`config.mk`:
```
export PLATFORM = sky130hd
export DESIGN_NAME = io_output_ctrl
export DESIGN_NICKNAME = d
export VERILOG_FILES = /design/src/rtl/io_output_ctrl.sv
export SDC_FILE = /design/constraint.sdc
export NUM_CORES = 1
export LEC_CHECK = 0
export BUFFER_PORTS_ARGS = -buffer_cell sky130_fd_sc_hd__buf_2
export CAP_MARGIN = 5
export CELL_PAD_IN_SITES_DETAIL_PLACEMENT = 0
export CELL_PAD_IN_SITES_GLOBAL_PLACEMENT = 1
export CORE_AREA = 2 2 110 219
export CTS_CLUSTER_DIAMETER = 200
export DETAILED_ROUTE_END_ITERATION = 16
export DIE_AREA = 0 0 112 221
export GPL_TIMING_DRIVEN = 1
export PLACE_DENSITY_LB_ADDON = 0.1
export SKIP_CTS_REPAIR_TIMING = 1
export SYNTH_ARGS = -nofsm -noshare
export SYNTH_HDL_FRONTEND = slang
export SYNTH_SLANG_ARGS = --single-unit
```
`constraint.sdc`:
```
create_clock -name i_clk -period 3.21 [get_ports i_clk]
set_input_delay 0.321 -clock i_clk [delete_from_list [all_inputs] [get_ports i_clk]]
set_output_delay 0.321 -clock i_clk [all_outputs]
set_load 0.01 [all_outputs]
```
`src/rtl/io_output_ctrl.sv`:
```
// Memory-mapped output peripheral: LEDR/LEDG/HEX registers with byte-lane writes and a
// FIFO-queued HD44780-style LCD port. Optional macro IO_HEX_DECODE_EN enables nibble-to-7-segment decode.
module io_output_ctrl #(
  parameter int ADDR_W    = 16,
  parameter int N_HEX     = 8,
  parameter int LEDR_W    = 32,
  parameter int LEDG_W    = 32,
  parameter int LCD_DEPTH = 4,
  parameter int LCD_SETUP = 2,
  parameter int LCD_PULSE = 4,
  parameter int LCD_HOLD  = 2
) (
  input  logic                 i_clk,
  input  logic                 i_rst_n,
  input  logic [ADDR_W-1:0]    i_addr,
  input  logic [31:0]          i_wr_data,
  input  logic                 i_wr_en,
  input  logic [3:0]           i_bmask,
  output logic [31:0]          o_ld_data,
  output logic [31:0]          o_io_ledr,
  output logic [31:0]          o_io_ledg,
  output logic [7*N_HEX-1:0]   o_io_hex,
  output logic [31:0]          o_io_lcd,
  output logic                 o_lcd_busy
);

  localparam int PW   = $clog2(LCD_DEPTH);
  localparam int CW   = PW + 1;
  localparam int TMAX = (LCD_SETUP > LCD_PULSE) ?
                        ((LCD_SETUP > LCD_HOLD) ? LCD_SETUP : LCD_HOLD) :
                        ((LCD_PULSE > LCD_HOLD) ? LCD_PULSE : LCD_HOLD);
  localparam int TW   = $clog2(TMAX + 1);
  localparam logic [31:0] LEDR_MSK = 32'((64'd1 << LEDR_W) - 64'd1);
  localparam logic [31:0] LEDG_MSK = 32'((64'd1 << LEDG_W) - 64'd1);
  localparam logic [ADDR_W-1:0] A_LEDR = ADDR_W'(32'h7000);
  localparam logic [ADDR_W-1:0] A_LEDG = ADDR_W'(32'h7010);
  localparam logic [ADDR_W-1:0] A_HEX  = ADDR_W'(32'h7020);
  localparam logic [ADDR_W-1:0] A_LCDD = ADDR_W'(32'h7030);
  localparam logic [ADDR_W-1:0] A_LCDC = ADDR_W'(32'h7034);

  typedef enum logic [1:0] {ST_IDLE, ST_SETUP, ST_PULSE, ST_HOLD} lcd_state_e;

  lcd_state_e        state_q, state_d;
  logic [TW-1:0]     tmr_q, tmr_d;
  logic [31:0]       ledr_q, ledr_d, ledg_q, ledg_d;
  logic              on_q, on_d, ovf_q, ovf_d;
  logic [8:0]        lcd_q, lcd_d, last_q, last_d;
  logic [PW-1:0]     wr_ptr_q, wr_ptr_d, rd_ptr_q, rd_ptr_d;
  logic [CW-1:0]     count_q, count_d;
  logic [8:0]        fifo_mem [LCD_DEPTH];
  logic [8*N_HEX-1:0] hex_rd;

  logic sel_ledr, sel_ledg, sel_hex, sel_lcdd, sel_lcdc;
  logic push_req, push_ok, pop, full;

  assign sel_ledr = (i_addr == A_LEDR);
  assign sel_ledg = (i_addr == A_LEDG);
  assign sel_lcdd = (i_addr == A_LCDD);
  assign sel_lcdc = (i_addr == A_LCDC);
  assign sel_hex  = (i_addr[ADDR_W-1:4] == A_HEX[ADDR_W-1:4]) &&
                    (32'(i_addr[3:0]) < 32'(N_HEX));

  // A pop in the same cycle frees a slot, so a push into a full FIFO still lands.
  assign full     = (count_q == CW'(LCD_DEPTH));
  assign pop      = (state_q == ST_IDLE) && (count_q != '0);
  assign push_req = i_wr_en && sel_lcdd && i_bmask[0];
  assign push_ok  = push_req && (!full || pop);

`ifdef IO_HEX_DECODE_EN
  function automatic logic [6:0] seg7(input logic [3:0] n);
    logic [6:0] s;
    case (n)
      4'h0: s = 7'h3F; 4'h1: s = 7'h06; 4'h2: s = 7'h5B; 4'h3: s = 7'h4F;
      4'h4: s = 7'h66; 4'h5: s = 7'h6D; 4'h6: s = 7'h7D; 4'h7: s = 7'h07;
      4'h8: s = 7'h7F; 4'h9: s = 7'h6F; 4'hA: s = 7'h77; 4'hB: s = 7'h7C;
      4'hC: s = 7'h39; 4'hD: s = 7'h5E; 4'hE: s = 7'h79; default: s = 7'h71;
    endcase
    return ~s;
  endfunction
`endif

  genvar gi;
  generate
    for (gi = 0; gi < N_HEX; gi++) begin : g_hex
      logic [7:0] dig_q, dig_d;
      always_comb begin
        dig_d = dig_q;
        if (i_wr_en && sel_hex && i_bmask[0] && (i_addr[3:0] == 4'(gi))) begin
`ifdef IO_HEX_DECODE_EN
          dig_d = {i_wr_data[7], 3'b000, i_wr_data[3:0]};
`else
          dig_d = {1'b0, i_wr_data[6:0]};
`endif
        end
      end
      always_ff @(posedge i_clk or negedge i_rst_n) begin
        if (!i_rst_n) dig_q <= '0;
        else          dig_q <= dig_d;
      end
      assign hex_rd[8*gi +: 8] = dig_q;
`ifdef IO_HEX_DECODE_EN
      assign o_io_hex[7*gi +: 7] = dig_q[7] ? 7'h7F : seg7(dig_q[3:0]);
`else
      assign o_io_hex[7*gi +: 7] = dig_q[6:0];
`endif
    end
  endgenerate

  always_comb begin
    ledr_d   = ledr_q;
    ledg_d   = ledg_q;
    on_d     = on_q;
    ovf_d    = ovf_q;
    last_d   = last_q;
    wr_ptr_d = wr_ptr_q;
    rd_ptr_d = rd_ptr_q;
    for (int k = 0; k < 4; k++) begin
      if (i_wr_en && i_bmask[k] && sel_ledr) ledr_d[8*k +: 8] = i_wr_data[8*k +: 8];
      if (i_wr_en && i_bmask[k] && sel_ledg) ledg_d[8*k +: 8] = i_wr_data[8*k +: 8];
    end
    ledr_d = ledr_d & LEDR_MSK;
    ledg_d = ledg_d & LEDG_MSK;
    if (i_wr_en && sel_lcdc && i_bmask[0]) begin
      on_d = i_wr_data[0];
      if (i_wr_data[3]) ovf_d = 1'b0;
    end
    if (push_req && !push_ok) ovf_d = 1'b1;
    if (push_ok) begin
      last_d   = {i_wr_data[10], i_wr_data[7:0]};
      wr_ptr_d = wr_ptr_q + 1'b1;
    end
    if (pop) rd_ptr_d = rd_ptr_q + 1'b1;
    count_d = count_q + CW'(push_ok) - CW'(pop);
  end

  // LCD timing FSM; the timer restarts at every phase entry.
  always_comb begin
    state_d = state_q;
    tmr_d   = tmr_q;
    lcd_d   = lcd_q;
    case (state_q)
      ST_IDLE: if (pop) begin
        lcd_d   = fifo_mem[rd_ptr_q];
        state_d = ST_SETUP;
        tmr_d   = '0;
      end
      ST_SETUP: if (tmr_q == TW'(LCD_SETUP - 1)) begin
        state_d = ST_PULSE;
        tmr_d   = '0;
      end else tmr_d = tmr_q + 1'b1;
      ST_PULSE: if (tmr_q == TW'(LCD_PULSE - 1)) begin
        state_d = ST_HOLD;
        tmr_d   = '0;
      end else tmr_d = tmr_q + 1'b1;
      ST_HOLD: if (tmr_q == TW'(LCD_HOLD - 1)) begin
        state_d = ST_IDLE;
        tmr_d   = '0;
      end else tmr_d = tmr_q + 1'b1;
      default: state_d = ST_IDLE;
    endcase
  end

  always_ff @(posedge i_clk) begin
    if (push_ok) fifo_mem[wr_ptr_q] <= {i_wr_data[10], i_wr_data[7:0]};
  end

  always_ff @(posedge i_clk or negedge i_rst_n) begin
    if (!i_rst_n) begin
      state_q  <= ST_IDLE;
      tmr_q    <= '0;
      ledr_q   <= '0;
      ledg_q   <= '0;
      on_q     <= 1'b0;
      ovf_q    <= 1'b0;
      lcd_q    <= '0;
      last_q   <= '0;
      wr_ptr_q <= '0;
      rd_ptr_q <= '0;
      count_q  <= '0;
    end else begin
      state_q  <= state_d;
      tmr_q    <= tmr_d;
      ledr_q   <= ledr_d;
      ledg_q   <= ledg_d;
      on_q     <= on_d;
      ovf_q    <= ovf_d;
      lcd_q    <= lcd_d;
      last_q   <= last_d;
      wr_ptr_q <= wr_ptr_d;
      rd_ptr_q <= rd_ptr_d;
      count_q  <= count_d;
    end
  end

  assign o_lcd_busy = (state_q != ST_IDLE) || (count_q != '0);
  assign o_io_ledr  = ledr_q;
  assign o_io_ledg  = ledg_q;
  assign o_io_lcd   = {on_q, 20'b0, lcd_q[8], 1'b0, (state_q == ST_PULSE), lcd_q[7:0]};

  always_comb begin
    o_ld_data = '0;
    if (sel_ledr)      o_ld_data = ledr_q;
    else if (sel_ledg) o_ld_data = ledg_q;
    else if (sel_lcdd) o_ld_data = {21'b0, last_q[8], 2'b00, last_q[7:0]};
    else if (sel_lcdc) o_ld_data = {19'b0, 5'(count_q), 4'b0, ovf_q, full, o_lcd_busy, on_q};
    else if (sel_hex) begin
      for (int i = 0; i < N_HEX; i++) begin
        if (i_addr[3:0] == 4'(i)) o_ld_data = {24'b0, hex_rd[8*i +: 8]};
      end
    end
  end

endmodule

```
Word-level counts from Yosys, hierarchy flattened
Memories as Yosys holds them, arrays and structs flattened. A register that Yosys moved wholly into a read port is not among the register bits.
Cells that the tools add are included.
{"block": "classes", "n_eq_ne": 22, "magnitude_cmp": 1, "n_mux": 27, "addsub": 5, "n_reduce_logical": 45}
{"operator": "$mux 32", "n": 12}
{"operator": "$eq 16x15->1 const B", "n": 4}
{"operator": "$logic_and 1x1->1", "n": 30}
{"operator": "$eq 4x3->1 const B", "n": 4}
{"operator": "$eq 12x11->1 const B", "n": 1}
{"operator": "$mux 3", "n": 3}
{"operator": "$pmux 3 s3", "n": 1}
{"operator": "$eq 4x2->1 const B", "n": 2}
{"operator": "$mux 2", "n": 4}
{"operator": "$pmux 2 s4", "n": 1}
{"operator": "$mux 7", "n": 1}
{"operator": "$ne 2x2->1 const B", "n": 3}
{"operator": "$reduce_bool 2->1", "n": 3}
{"operator": "$mux 1", "n": 5}
{"operator": "$add 2x1->2 const B", "n": 2}
{"operator": "$eq 2x2->1 const B", "n": 2}
{"operator": "$eq 4x1->1 const B", "n": 1}
{"operator": "$logic_not 4->1", "n": 1}
{"operator": "$lt 4x4->1 const B", "n": 1}
{"operator": "$reduce_and 2->1", "n": 2}
{"operator": "$reduce_and 4->1", "n": 1}
{"operator": "$add 3x1->3", "n": 1}
{"operator": "$add 3x1->3 const B", "n": 1}
{"operator": "$eq 3x1->1 const B", "n": 1}
{"operator": "other kinds (10)", "n": 13}
{"block": "totals", "input_bits": 55, "mem_bits_rw": 36, "output_inout_bits": 185, "wordCells": 125, "register_bits": 143, "memories": 1}
{"memory": "fifo_mem", "words": 4, "width": 9, "rd": 1, "rd_clocked_by_memory_dff": 1, "write_ports": 1, "line_no": "50", "rtl": "logic [8:0] fifo_mem [LCD_DEPTH];"}

Depth between registers and ports, before layout
{"block": "logic_depth", "word_depth": 14, "mapped_depth": 11, "depth_no_buf": 10}

Worst setup path before layout
Ideal clock, no wire load.
{"block": "synth_timing", "path_kind": "input to register", "from": "input i_addr[0]", "to": "register count_q[2]", "setup_ns": 0.123, "slack_ns": 0.327, "stages": 11, "n_path_buf": 2, "arrival_time_ns": 2.761, "path_cell_list": "buf_4 buf_2 nor4bb_1 nand2_1 nor4_1 inv_1 ha_1 inv_1 ha_1 fa_1 xnor2_1"}
{"block": "synth_between", "elab_chain_cells": 6}
{"element": "start, declared", "line_no": "15", "rtl": "input logic [ADDR_W-1:0] i_addr,"}
{"element": "$eq 16x15->1", "line_no": "58", "rtl": "assign sel_lcdd = (i_addr == A_LCDD);"}
{"element": "$logic_and 1x1->1 (2 in series)", "line_no": "66", "rtl": "assign push_req = i_wr_en && sel_lcdd && i_bmask[0];"}
{"element": "$logic_and 1x1->1", "line_no": "67", "rtl": "assign push_ok = push_req && (!full || pop);"}
{"element": "$add 3x1->3", "line_no": "133", "rtl": "count_d = count_q + CW'(push_ok) - CW'(pop);"}
{"element": "$sub 3x1->3", "line_no": "133"}
{"element": "net count_d[2]", "line_no": "49", "rtl": "logic [CW-1:0] count_q, count_d;"}
{"element": "end signal, assigned", "line_no": "191", "rtl": "count_q <= count_d;"}
{"element": "end, declared", "line_no": "49"}
The timed path passes the listed nets, and every way through them passes these cells.
A chain may end at the register's enable or synchronous reset.

Worst setup path after layout
{"block": "layout_timing", "from": "input i_addr[2]", "to": "output o_ld_data[7]"}
{"block": "layout_between", "elab_chain_cells": 12, "elab_cells_between_ends": 23}
{"element": "$eq 4x2->1", "line_no": "208", "rtl": "if (i_addr[3:0] == 4'(i)) o_ld_data = {24'b0, hex_rd[8*i +: 8]};"}
{"element": "$mux 32 (6 in series)", "line_no": "208"}
{"element": "$mux 32", "line_no": "206", "rtl": "else if (sel_hex) begin"}
{"element": "$mux 32", "line_no": "205", "rtl": "else if (sel_lcdc) o_ld_data = {19'b0, 5'(count_q), 4'b0, ovf_q, full, o_lcd_busy, on_q};"}
{"element": "$mux 32", "line_no": "204", "rtl": "else if (sel_lcdd) o_ld_data = {21'b0, last_q[8], 2'b00, last_q[7:0]};"}
{"element": "$mux 32", "line_no": "203", "rtl": "else if (sel_ledg) o_ld_data = ledg_q;"}
{"element": "$mux 32 (*)", "line_no": "202", "rtl": "if (sel_ledr) o_ld_data = ledr_q;"}
{"element": "end, declared", "line_no": "19", "rtl": "output logic [31:0] o_ld_data,"}
Every way passes the cells marked *; elsewhere a longest branch is shown, timed or not.

==> results.sh <==
export IMPL_status="finished clean"
export IMPL_nFillCells=2158
export IMPL_path_cells="buf_2, or4_1, nor2_1, nand2_1, buf_4, o21ai_0, buf_2"
export IMPL_grt_pass1_vias=6800
export IMPL_critPathSlowestCell="or4_1"
export IMPL_p_switching_w=0.00172
export IMPL_place_area_um2=10500
export IMPL_synth_largest_area_cell="dfrtp_1"
export IMPL_drc=0
export IMPL_cp_data_required_time_ns=2.89
export IMPL_skew_ns=0.0111
export IMPL_portBuffers=218
export IMPL_cts_buffer_depth=2
export IMPL_max_freq_mhz=381
export IMPL_cap_violations=0
export IMPL_core_area_um2=23100
export IMPL_leakage_nw=5.64
export IMPL_grt_max_degree=74
export IMPL_grt_setup_unrepaired="false"
export IMPL_report_final_slew_viol_count=0
export IMPL_cts_buffers=17
export IMPL_finalSetupViolCount=0
export IMPL_drt_iter0_drc=271
export IMPL_synth_top_area_frac=0.417
export IMPL_final_area_um2=11100
export IMPL_num_rows=79
export IMPL_synth_most_common_cell="dfrtp_1"
export IMPL_final_util=0.482
export IMPL_die_y_um=221
export IMPL_setup_tns_ns=0
export IMPL_power_density_nw_per_um2=521
export IMPL_drive_gt1_frac=0.527
export IMPL_place_congestion=0.903
export IMPL_routed_wl_mm=26.0
export IMPL_io_pins=240
export IMPL_post_place_ws_ns=0.531
export IMPL_endpoint_kind="output pin"
export IMPL_combPwrFrac=0.165
export IMPL_worst_path_most_repeated_cell="buf_2"
export IMPL_finalCritPeriodShare=0.818
export IMPL_ys_types=61
export IMPL_yosysSeqAreaShare=0.535
export IMPL_finalHoldViolations=0
export IMPL_grt_pass1_wl_mm=40.6
export IMPL_holdWs_ns=0.123
export IMPL_critPathMaxStageDelay_ns=0.61
export IMPL_power_internal_w=0.00408
export IMPL_path_max_fanout=24
export IMPL_cts_root_buffer="clkbuf_16"
export IMPL_grtUsageTotal=0.216
export IMPL_area_growth_pct=22.1
export IMPL_critPathKind="input port to output pin"
export IMPL_ir_worst_vdd_uv=336
export IMPL_cp_start_kind="input port"
export IMPL_ant_nets=0
export IMPL_yosysWarnings=0
export IMPL_synthesis_area_um2=9130
export IMPL_synth_ff_type="dfrtp_1"
export IMPL_maxSlewHeadroom=0.486
export IMPL_grt_overflow=0
export IMPL_tritoncts="built"
export IMPL_min_period_ns=2.63
export IMPL_vias=6178
export IMPL_synthTopCellsByArea="dfrtp_1 (42%), mux2_2 (16%), edfxtp_1 (12%)"
export IMPL_synth_cells=647
export IMPL_synth_edff_count=36
export IMPL_syn_avg_cell_area_um2=14.1
export IMPL_die_width_um=112
export IMPL_ys_top_cells_by_count="dfrtp_1 (152), mux2_2 (130), edfxtp_1 (36)"
export IMPL_die_area_um2=24800
export IMPL_initial_core_util=0.395
export IMPL_fin_ws_ns=0.584
export IMPL_layout_nets=944
export IMPL_synth_seq_cells=188
export IMPL_cts_sinks=188
export IMPL_cts_max_level=4
export IMPL_clk_latency_ns=0.45
export IMPL_clkPwrFrac=0.368
export IMPL_crit_arrival_ns=2.31
export IMPL_tightest_slew_ns=0.768
export IMPL_place_detailed_hpwl_mm=20.0
export IMPL_p_sw_frac=0.297
export IMPL_dr_pass1_iters=4
export IMPL_async_flop_share=0.809
export IMPL_viasPerCell=5.28
export IMPL_wire_per_inst_um=22.2
export IMPL_clk_pin_slew_ns=0.07
export IMPL_seq_power_share=0.467
export IMPL_holdCritPathClass="input port to register"
export IMPL_antenna_found_initial=2
-- state kept, by name, indices dropped and copies added (netlist names) --
signal,cells
count_q,3
tmr_q,3
o_io_ledg,32
ovf_q,1
wr_ptr_q,2
o_io_ledr,32
fifo_mem,36
g_hex.dig_q,56
last_q,9
on_q,1
rd_ptr_q,2
state_q,2
lcd_q,9
-- worst paths after layout --
| kind | start | to | slack, ns | depth (start not counted) |
|---|---|---|---|---|
| setup / recovery | i_addr[2] | o_ld_data[7] | 0.58 | 7 |
| hold / removal | i_wr_data[21] | o_io_ledr[21] | 0.12 | 2 |
| setup reg to reg | state_q[0] | count_q[2] | 0.69 | 11 |
| hold reg to reg | ovf_q | ovf_q | 0.49 | 2 |
| max in group asynchronous | i_rst_n | o_io_ledr[21] | 1.90 | 3 |
| min in group asynchronous | i_rst_n | lcd_q[7] | 0.46 | 2 |
-- cell families after synthesis --
family,count (synthesis),share of synthesized area
and+or+nand+nor,122,0.0859
other,1,0.000411
buffers and inverters,71,0.0418
muxes,199,0.271
DFF,188,0.535
AOI/OAI and AO/OA,44,0.0369
xor gates and xnor gates,5,0.00480
adders and majority gates,17,0.0241
-- routing by layer --
metal / global-route usage / part of all wire / vias up
met1: 0.222 / 0.35 / 3152
met5: 0 / 0 / -
li1: - / - / 2789
met4: 0.117 / 0.044 / 0
met3: 0.0433 / 0.043 / 41
met2: 0.402 / 0.57 / 196
-- worst max-delay path, delay by kind of cell --
family	cells	cell delay, ns
AOI/OAI and AO/OA	1	0.27
buffers and inverters	3	0.64
and+or+nand+nor	3	1.06
-- cell usage in the layout (no fill, tap or decap), drive strengths merged, types with 8 or more instances in the layout --
| master | netlist | routed |
|---|---|---|
| conb | 1 | 21 |
| nand2b | 12 | 12 |
| inv | 15 | 25 |
| nand2 | 16 | 16 |
| mux2 | 154 | 154 |
| mux4 | 16 | 16 |
| buf | 34 | 241 |
| ha | 16 | 16 |
| nand3 | 8 | 8 |
| dfrtp | 152 | 152 |
| nor3 | 13 | 13 |
| nor2 | 35 | 35 |
| a22oi | 8 | 8 |
| edfxtp | 36 | 36 |
| clkbuf | 22 | 17 |
| mux2i | 29 | 29 |
-- power by group through the flow --
stage	combinational, W	clock (W)	sequential [W]
final	0.000958	0.00214	0.00271
after global routing	0.00105	0.00230	0.00274
after CTS	0.000983	0.00220	0.00272
after detailed placement	0.000983	0	0.00277
after global placement	0.000940	0	0.00275
after floorplan	0.000658	0	0.00270
-- final cells by class --
type | instances | area [um2] | area share
flip-flops and latches | 188 | 4880 | 0.438
multi-input cells | 408 | 3950 | 0.354
repair buffers | 242 | 1290 | 0.116
clock buffers | 17 | 425 | 0.0382
well taps | 283 | 354 | 0.0318
clock inverters | 15 | 181 | 0.0163
inverters | 15 | 56.3 | 0.00505
diodes | 2 | 5.00 | 0.000449
-- through the flow --
step                power, W  cells
global route         0.00610   1170
global placement     0.00369   1135
finish               0.00581   1170
detailed placement   0.00375   1135
floorplan            0.00336    667
CTS                  0.00591   1167
Note: power is estimated with default switching activity, not from simulation.
